===== config.mk =====
export PLATFORM = sky130hd
export DESIGN_NAME = gen_regfile_scan
export DESIGN_NICKNAME = d
export VERILOG_FILES = /design/src/rtl/gen_regfile_scan.sv
export SDC_FILE = /design/constraint.sdc
export NUM_CORES = 1
export LEC_CHECK = 0
export ABC_AREA = 1
export CAP_MARGIN = 40
export CELL_PAD_IN_SITES_DETAIL_PLACEMENT = 0
export CELL_PAD_IN_SITES_GLOBAL_PLACEMENT = 1
export CORE_ASPECT_RATIO = 1.75
export CORE_MARGIN = 4
export CORE_UTILIZATION = 43
export CTS_CLUSTER_DIAMETER = 120
export DETAILED_ROUTE_END_ITERATION = 6
export PLACE_DENSITY_LB_ADDON = 0.1
export REMOVE_ABC_BUFFERS = 1
export SLEW_MARGIN = 20
export SYNTH_ARGS = -nofsm -noshare
export SYNTH_HDL_FRONTEND = slang
export SYNTH_SLANG_ARGS = --single-unit

===== constraint.sdc =====
create_clock -name clk -period 1.7 [get_ports clk]
set_input_delay 0.34 -clock clk [delete_from_list [all_inputs] [get_ports clk]]
set_output_delay 0.34 -clock clk [all_outputs]
set_load 0.01 [all_outputs]

===== src/rtl/gen_regfile_scan.sv =====
// Parametrised register bank with a registered, write-through read port and a
// snapshot-scan engine that streams every entry out under valid/ready.
module gen_regfile_scan #(
    parameter int unsigned NUM_REGS = 8,
    parameter int unsigned DATA_W   = 8,
    localparam int unsigned ADDR_W  = $clog2(NUM_REGS)
) (
    input  logic              clk,
    input  logic              ar,
    input  logic              w_en,
    input  logic [ADDR_W-1:0] w_addr,
    input  logic [DATA_W-1:0] wd,
    input  logic [ADDR_W-1:0] r_sel,
    output logic [DATA_W-1:0] rd,
    output logic              rd_vld,
    input  logic              scan_start,
    input  logic              scan_ready,
    output logic              scan_valid,
    output logic [DATA_W-1:0] scan_data,
    output logic [ADDR_W-1:0] scan_idx,
    output logic              scan_busy,
    output logic              scan_done
);

    typedef enum logic [1:0] {StIdle, StScan, StDone} state_e;

    localparam logic [ADDR_W:0]   NumRegsW = (ADDR_W + 1)'(NUM_REGS);
    localparam logic [ADDR_W-1:0] LastIdx  = ADDR_W'(NUM_REGS - 1);

    state_e              state_q, state_d;
    logic [ADDR_W-1:0]   idx_q, idx_d;
    logic [DATA_W-1:0]   rd_q, rd_d;
    logic                rd_vld_q, rd_vld_d;
    logic [DATA_W-1:0]   mem_q    [NUM_REGS];
    logic [DATA_W-1:0]   mem_d    [NUM_REGS];
    logic [DATA_W-1:0]   shadow_q [NUM_REGS];
    logic [DATA_W-1:0]   shadow_d [NUM_REGS];

    logic w_ok, r_ok;

    // Non-power-of-two banks leave some addresses unmapped.
    assign w_ok = {1'b0, w_addr} < NumRegsW;
    assign r_ok = {1'b0, r_sel} < NumRegsW;

    always_comb begin
        state_d  = state_q;
        idx_d    = idx_q;
        mem_d    = mem_q;
        shadow_d = shadow_q;
        rd_d     = '0;
        rd_vld_d = 1'b1;

        if (r_ok) begin
            rd_d = (w_en && (w_addr == r_sel)) ? wd : mem_q[r_sel];
        end
        if (w_en && w_ok) begin
            mem_d[w_addr] = wd;
        end

        unique case (state_q)
            StIdle: begin
                // Snapshot takes pre-write contents, so a same-cycle write is not seen.
                if (scan_start) begin
                    shadow_d = mem_q;
                    idx_d    = '0;
                    state_d  = StScan;
                end
            end
            StScan: begin
                if (scan_ready) begin
                    if (idx_q == LastIdx) begin
                        state_d = StDone;
                    end else begin
                        idx_d = idx_q + 1'b1;
                    end
                end
            end
            StDone: state_d = StIdle;
            default: state_d = StIdle;
        endcase
    end

    always_ff @(posedge clk) begin
        if (ar) begin
            state_q  <= StIdle;
            idx_q    <= '0;
            rd_q     <= '0;
            rd_vld_q <= 1'b0;
            mem_q    <= '{default: '0};
            shadow_q <= '{default: '0};
        end else begin
            state_q  <= state_d;
            idx_q    <= idx_d;
            rd_q     <= rd_d;
            rd_vld_q <= rd_vld_d;
            mem_q    <= mem_d;
            shadow_q <= shadow_d;
        end
    end

    assign rd         = rd_q;
    assign rd_vld     = rd_vld_q;
    assign scan_valid = (state_q == StScan);
    assign scan_data  = shadow_q[idx_q];
    assign scan_idx   = idx_q;
    assign scan_busy  = (state_q != StIdle);
    assign scan_done  = (state_q == StDone);

endmodule


Yosys cells after proc, flatten, opt, wreduce, memory -nomap -nowiden
Index checks and enable logic that the tools add are counted.

operators by class
  add/sub/neg operators = 1
  order comparisons = 4
  equal/unequal tests = 8
  multiplexer cells = 19
  bitwise operators = 3
  reductions and logical operators = 8

operators with widths
  kind                                                      number
  bitwise mux 64 bit                                        1
  binary-select mux 8 bit (select 3 bit)                    2
  2-to-1 mux 8 bit                                          6
  demux 8 bit (select 3 bit)                                1
  greater-or-equal comparator 4 bit, second input constant  3
  inverter 3 -> 4 bit                                       3
  2-to-1 mux 3 bit                                          3
  2-to-1 mux 2 bit                                          3
  != test 2 bit, second input constant                      3
  case mux 3 bit (2 select lines)                           1
  < comparator 4 x 1 -> 1 bit, second input constant        1
  case mux 2 bit (2 select lines)                           1
  AND reduction 4 bit                                       1
  nonzero test 2 bit                                        2
  adder 3 x 1 -> 3 bit, second input constant               1
  equality test 3 bit                                       1
  equality test 3 bit, second input constant                1
  AND reduction 3 bit                                       1
  equality test 2 x 1 -> 1 bit, second input constant       1
  equality test 2 bit, second input constant                1
  logical AND 1 bit                                         2
  zero test 2 bit                                           1
  != test 2 x 1 -> 1 bit, second input constant             1
  AND reduction 2 bit                                       1
  2-to-1 mux 1 bit                                          1

storage, ports and cells
  register bits after elaboration = 142
  input port bits = 19
  output and inout port bits = 23

Longest topological paths before layout
Gate-level depths: netlist of the first run.

  word-level depth = 6
  gate-level depth with buffers = 9
  depth with buffers taken out = 8

Least setup slack after synthesis of the first run
No wires, ideal clock.

  kind = register -> output
  start point = reg idx_q[0], in the netlist scan_idx[0]
  end point = out scan_data[0]
  arrival = 1.133 ns
  required time = 1.360 ns
  path slack = 0.227 ns
  cell stages (with the launch flop) = 6
  path buffers = 1
  path through = dfxtp_1 -> clkbuf_1 -> o21ai_0 -> o22ai_1 -> nand2_1 -> nand2_1

on the way
  longest elaborated chain between the ends = 4

RTL lines
  what                                                 line  RTL
  start, declared                                      31    logic [ADDR_W-1:0] idx_q, idx_d;
  start signal, assigned                               93    idx_q <= idx_d;
  inverter 3 -> 4 bit (not written as such)            104   assign scan_data = shadow_q[idx_q];
  binary-select mux 8 bit (select 3 bit)               104
  2-to-1 mux 8 bit (not written as such) (2 in a row)  104
  end, declared                                        19    output logic [DATA_W-1:0] scan_data,

No other way between the ends. The select of a mux whose other input is x is not followed.

Final worst setup path of the first run
  start point = reg idx_q[0], in the netlist scan_idx[0]
  end point = out scan_data[5]

The elaborated chain is that of the path after synthesis.

==> results of run 1 <==
registers in the layout (all words and copies together) (netlist names):
register and cells:
mem_q 64, rd 8, rd_vld 1, scan_idx 3, shadow_q 64, state_q 2
per-stage QoR:
stage | TNS (ns) | hold slack [ns] | instances
5_1_grt | -1.93 | 0.506 | 1132
6_report | -1.45 | 0.483 | 1132
4_1_cts | -1.45 | 0.489 | 1130
3_3_place_gp | -6.37 | 0.468 | 1093
3_5_place_dp | -8.20 | 0.466 | 1093
2_1_floorplan | -8.03 | 0.409 | 811
cells in the mapped netlist (all sizes together):
library cell / count
o22ai: 16
nand2: 134
nand3b: 1
nand3: 41
dfxtp: 142
ha: 2
a21oi: 72
nor3: 3
clkbuf: 23
buf: 32
a31oi: 1
or2: 1
nor2: 207
inv: 21
o21ai: 162
clkinv: 8
kinds of logic (layout without fill, tap and decap cells):
logic type                 after synthesis  after routing  synth area share [%]
DFF                                    142            142                  46.0
buffers and inverters                   84            173                  6.86
adders and majority gates                2              2                 0.404
AOI/OAI and AO/OA                      251            251                  20.7
and+or+nand+nor                        387            387                  26.1
metal layers:
metal / global-route usage, % / vias to the layer above / share of wire [%]
li1: - / 3024 / -
met1: 26.9 / 2779 / 39
met2: 42.0 / 196 / 52
met3: 4.56 / 49 / 4.5
met4: 12.0 / 0 / 4.5
met5: 0 / - / 0
worst reg2reg max path, stage by stage (launching register included):
cell	delay [ns]
dfxtp_4	0.38
buf_12	0.16
ha_2	0.18
ha_2	0.18
a21oi_2	0.14
nand3_2	0.16
nand2_1	0.11
o21ai_1	0.07
nor2_1	0.16
worst paths after layout:
kind / from / to / slack, ns
max: scan_idx[0] / scan_data[5] / -0.22
min: shadow_q[46] / shadow_q[46] / 0.48
max reg2reg: scan_idx[0] / scan_idx[1] / 0.09
min reg2reg: shadow_q[46] / shadow_q[46] / 0.48
cell type report:
| type | count | area (sq um) |
|---|---|---|
| flip-flops and latches | 142 | 2850 |
| clock buffers | 17 | 425 |
| well taps | 177 | 221 |
| clock inverters | 15 | 221 |
| repair buffers | 112 | 1210 |
| multi-input cells | 640 | 2960 |
| fillers | 1347 | 5970 |
| inverters | 29 | 119 |
power by group:
group	internal (mW)	total, mW	switching [mW]	leakage (nW)
logic	0.763	1.74	0.978	1.91
clock network	2.51	4.08	1.56	0.311
registers	3.56	3.75	0.186	1.17
timing repair:
item,4_1_cts,5_1_grt
pin swaps,10,11
hold buffers,0,0
hold endpoints to repair,0,0
gates resized for setup,77,24
gates cloned,2,0
setup buffers,3,2
setup endpoints to repair,15,11
==> flow_metrics.env, run 1 <==
export IMPL_setup_ws_ns=-0.224
export IMPL_crit_cells=8
export IMPL_crit_family="buffers and inverters"
export IMPL_finalNetCount=963
export IMPL_cts_tree="done"
export IMPL_viasPerCell=5.34
export IMPL_yosysTopAreaCell="dfxtp_1"
export IMPL_synth_seq_cells=142
export IMPL_drc=0
export IMPL_fin_crit_sh_pct=113
export IMPL_finalClockSkew_ns=0.0126
export IMPL_grt_pass1_wl_um=30200
export IMPL_final_area_sq_um=8010
export IMPL_grt_antenna_before_repair=0
export IMPL_io_buffers=41
export IMPL_numCtsBuffers=17
export IMPL_die_y_um=167
export IMPL_wire_per_inst_um=17.3
export IMPL_cp_num_buf_inv=4
export IMPL_crit_path_end_kind="output port"
export IMPL_cp_required_ns=1.36
export IMPL_dp_hpwl_um=14100
export IMPL_worstMarginPinSlew_ns=0.338
export IMPL_ant_nets=0
export IMPL_num_rows=57
export IMPL_place_ws_ns=-0.219
export IMPL_drt_pass1_iter_count=5
export IMPL_min_path_cells=2
export IMPL_period_needed_ns=1.92
export IMPL_cts_buffer_depth=2
export IMPL_core_sq_um=14000
export IMPL_insertion_delay_ns=0.42
export IMPL_crit_slowest_cell="dfxtp_4"
export IMPL_fp_dieW_um=98.7
export IMPL_netlist_cell_type_count=28
export IMPL_worst_path_most_repeated_cell="nand2_1"
export IMPL_power_density_nw_per_um2=1190
export IMPL_grt_overflow=0
export IMPL_track_usage_pct=23.8
export IMPL_peakVddDrop_uv=703
export IMPL_n_antenna_cell=0
export IMPL_synth_area_leaders="dfxtp_1, o21ai_0, nor2_1, nand2_1, a21oi_1"
export IMPL_reg2reg_depth=8
export IMPL_drv_slew=0
export IMPL_rsz0062_at_grt="yes"
export IMPL_grt_pass1_vias=5686
export IMPL_syn_inst=866
export IMPL_htree_levels=4
export IMPL_syn_avg_cell_area_sq_um=7.14
export IMPL_leakage_nw=3.39
export IMPL_startpoint_type="register"
export IMPL_crit_fanout=6
export IMPL_ys_seq_area_share_pct=46.0
export IMPL_synthToLayoutAreaGrowth_pct=29.5
export IMPL_vias=6048
export IMPL_drt_iter0_drc=352
export IMPL_placed_area_sq_um=7210
export IMPL_synth_top_area_share_pct=46.0
export IMPL_maxCapViolCount=0
export IMPL_hold_violations=0
export IMPL_routed_wl_um=19600
export IMPL_path_clk_slew_ns=0.06
export IMPL_power_total_mw=9.57
export IMPL_cts_root_buf="clkbuf_16"
export IMPL_grt_max_degree=49
export IMPL_final_common_cell="nor2_1"
export IMPL_die_area_sq_um=16400
export IMPL_setup_viol=8
export IMPL_relSlewSlack_pct=77.4
export IMPL_violations="negative setup slack"
export IMPL_io_pin_count=42
export IMPL_clkSinkCount=142
export IMPL_max_stage_delay_ns=0.38
export IMPL_fin_util_pct=57.3
export IMPL_crit_arrival_ns=1.58
export IMPL_syn_area_sq_um=6190
export IMPL_drive_gt1_share_pct=16.4
export IMPL_yosys_warnings=0
export IMPL_min_path_type="register to register"
export IMPL_status="finished with violations"
export IMPL_initial_core_util_pct=44.3
export IMPL_max_freq_mhz=520
export IMPL_layout_common_cells="nor2_1, dfxtp_1, nand2_1, o21ai_0, a21oi_1"
export IMPL_place_congestion=0.834
export IMPL_critical_path_class="register to output port"
export IMPL_path_cells="inv_8, buf_12, buf_8, nor2_2, o22ai_1, nand2_1, nand2_1, buf_2"
No activity file was read; power rests on OpenSTA's default activity.
==> inputs of run 2 (changes only) <==
--- a/config.mk
+++ b/config.mk
@@ -14,6 +14,7 @@
 export CORE_UTILIZATION = 43
 export CTS_CLUSTER_DIAMETER = 120
 export DETAILED_ROUTE_END_ITERATION = 6
+export HOLD_SLACK_MARGIN = 0.08
 export PLACE_DENSITY_LB_ADDON = 0.1
 export REMOVE_ABC_BUFFERS = 1
 export SLEW_MARGIN = 20
==> results of run 2 <==
Final layout, timing and power as in run 1 (identical DEF).
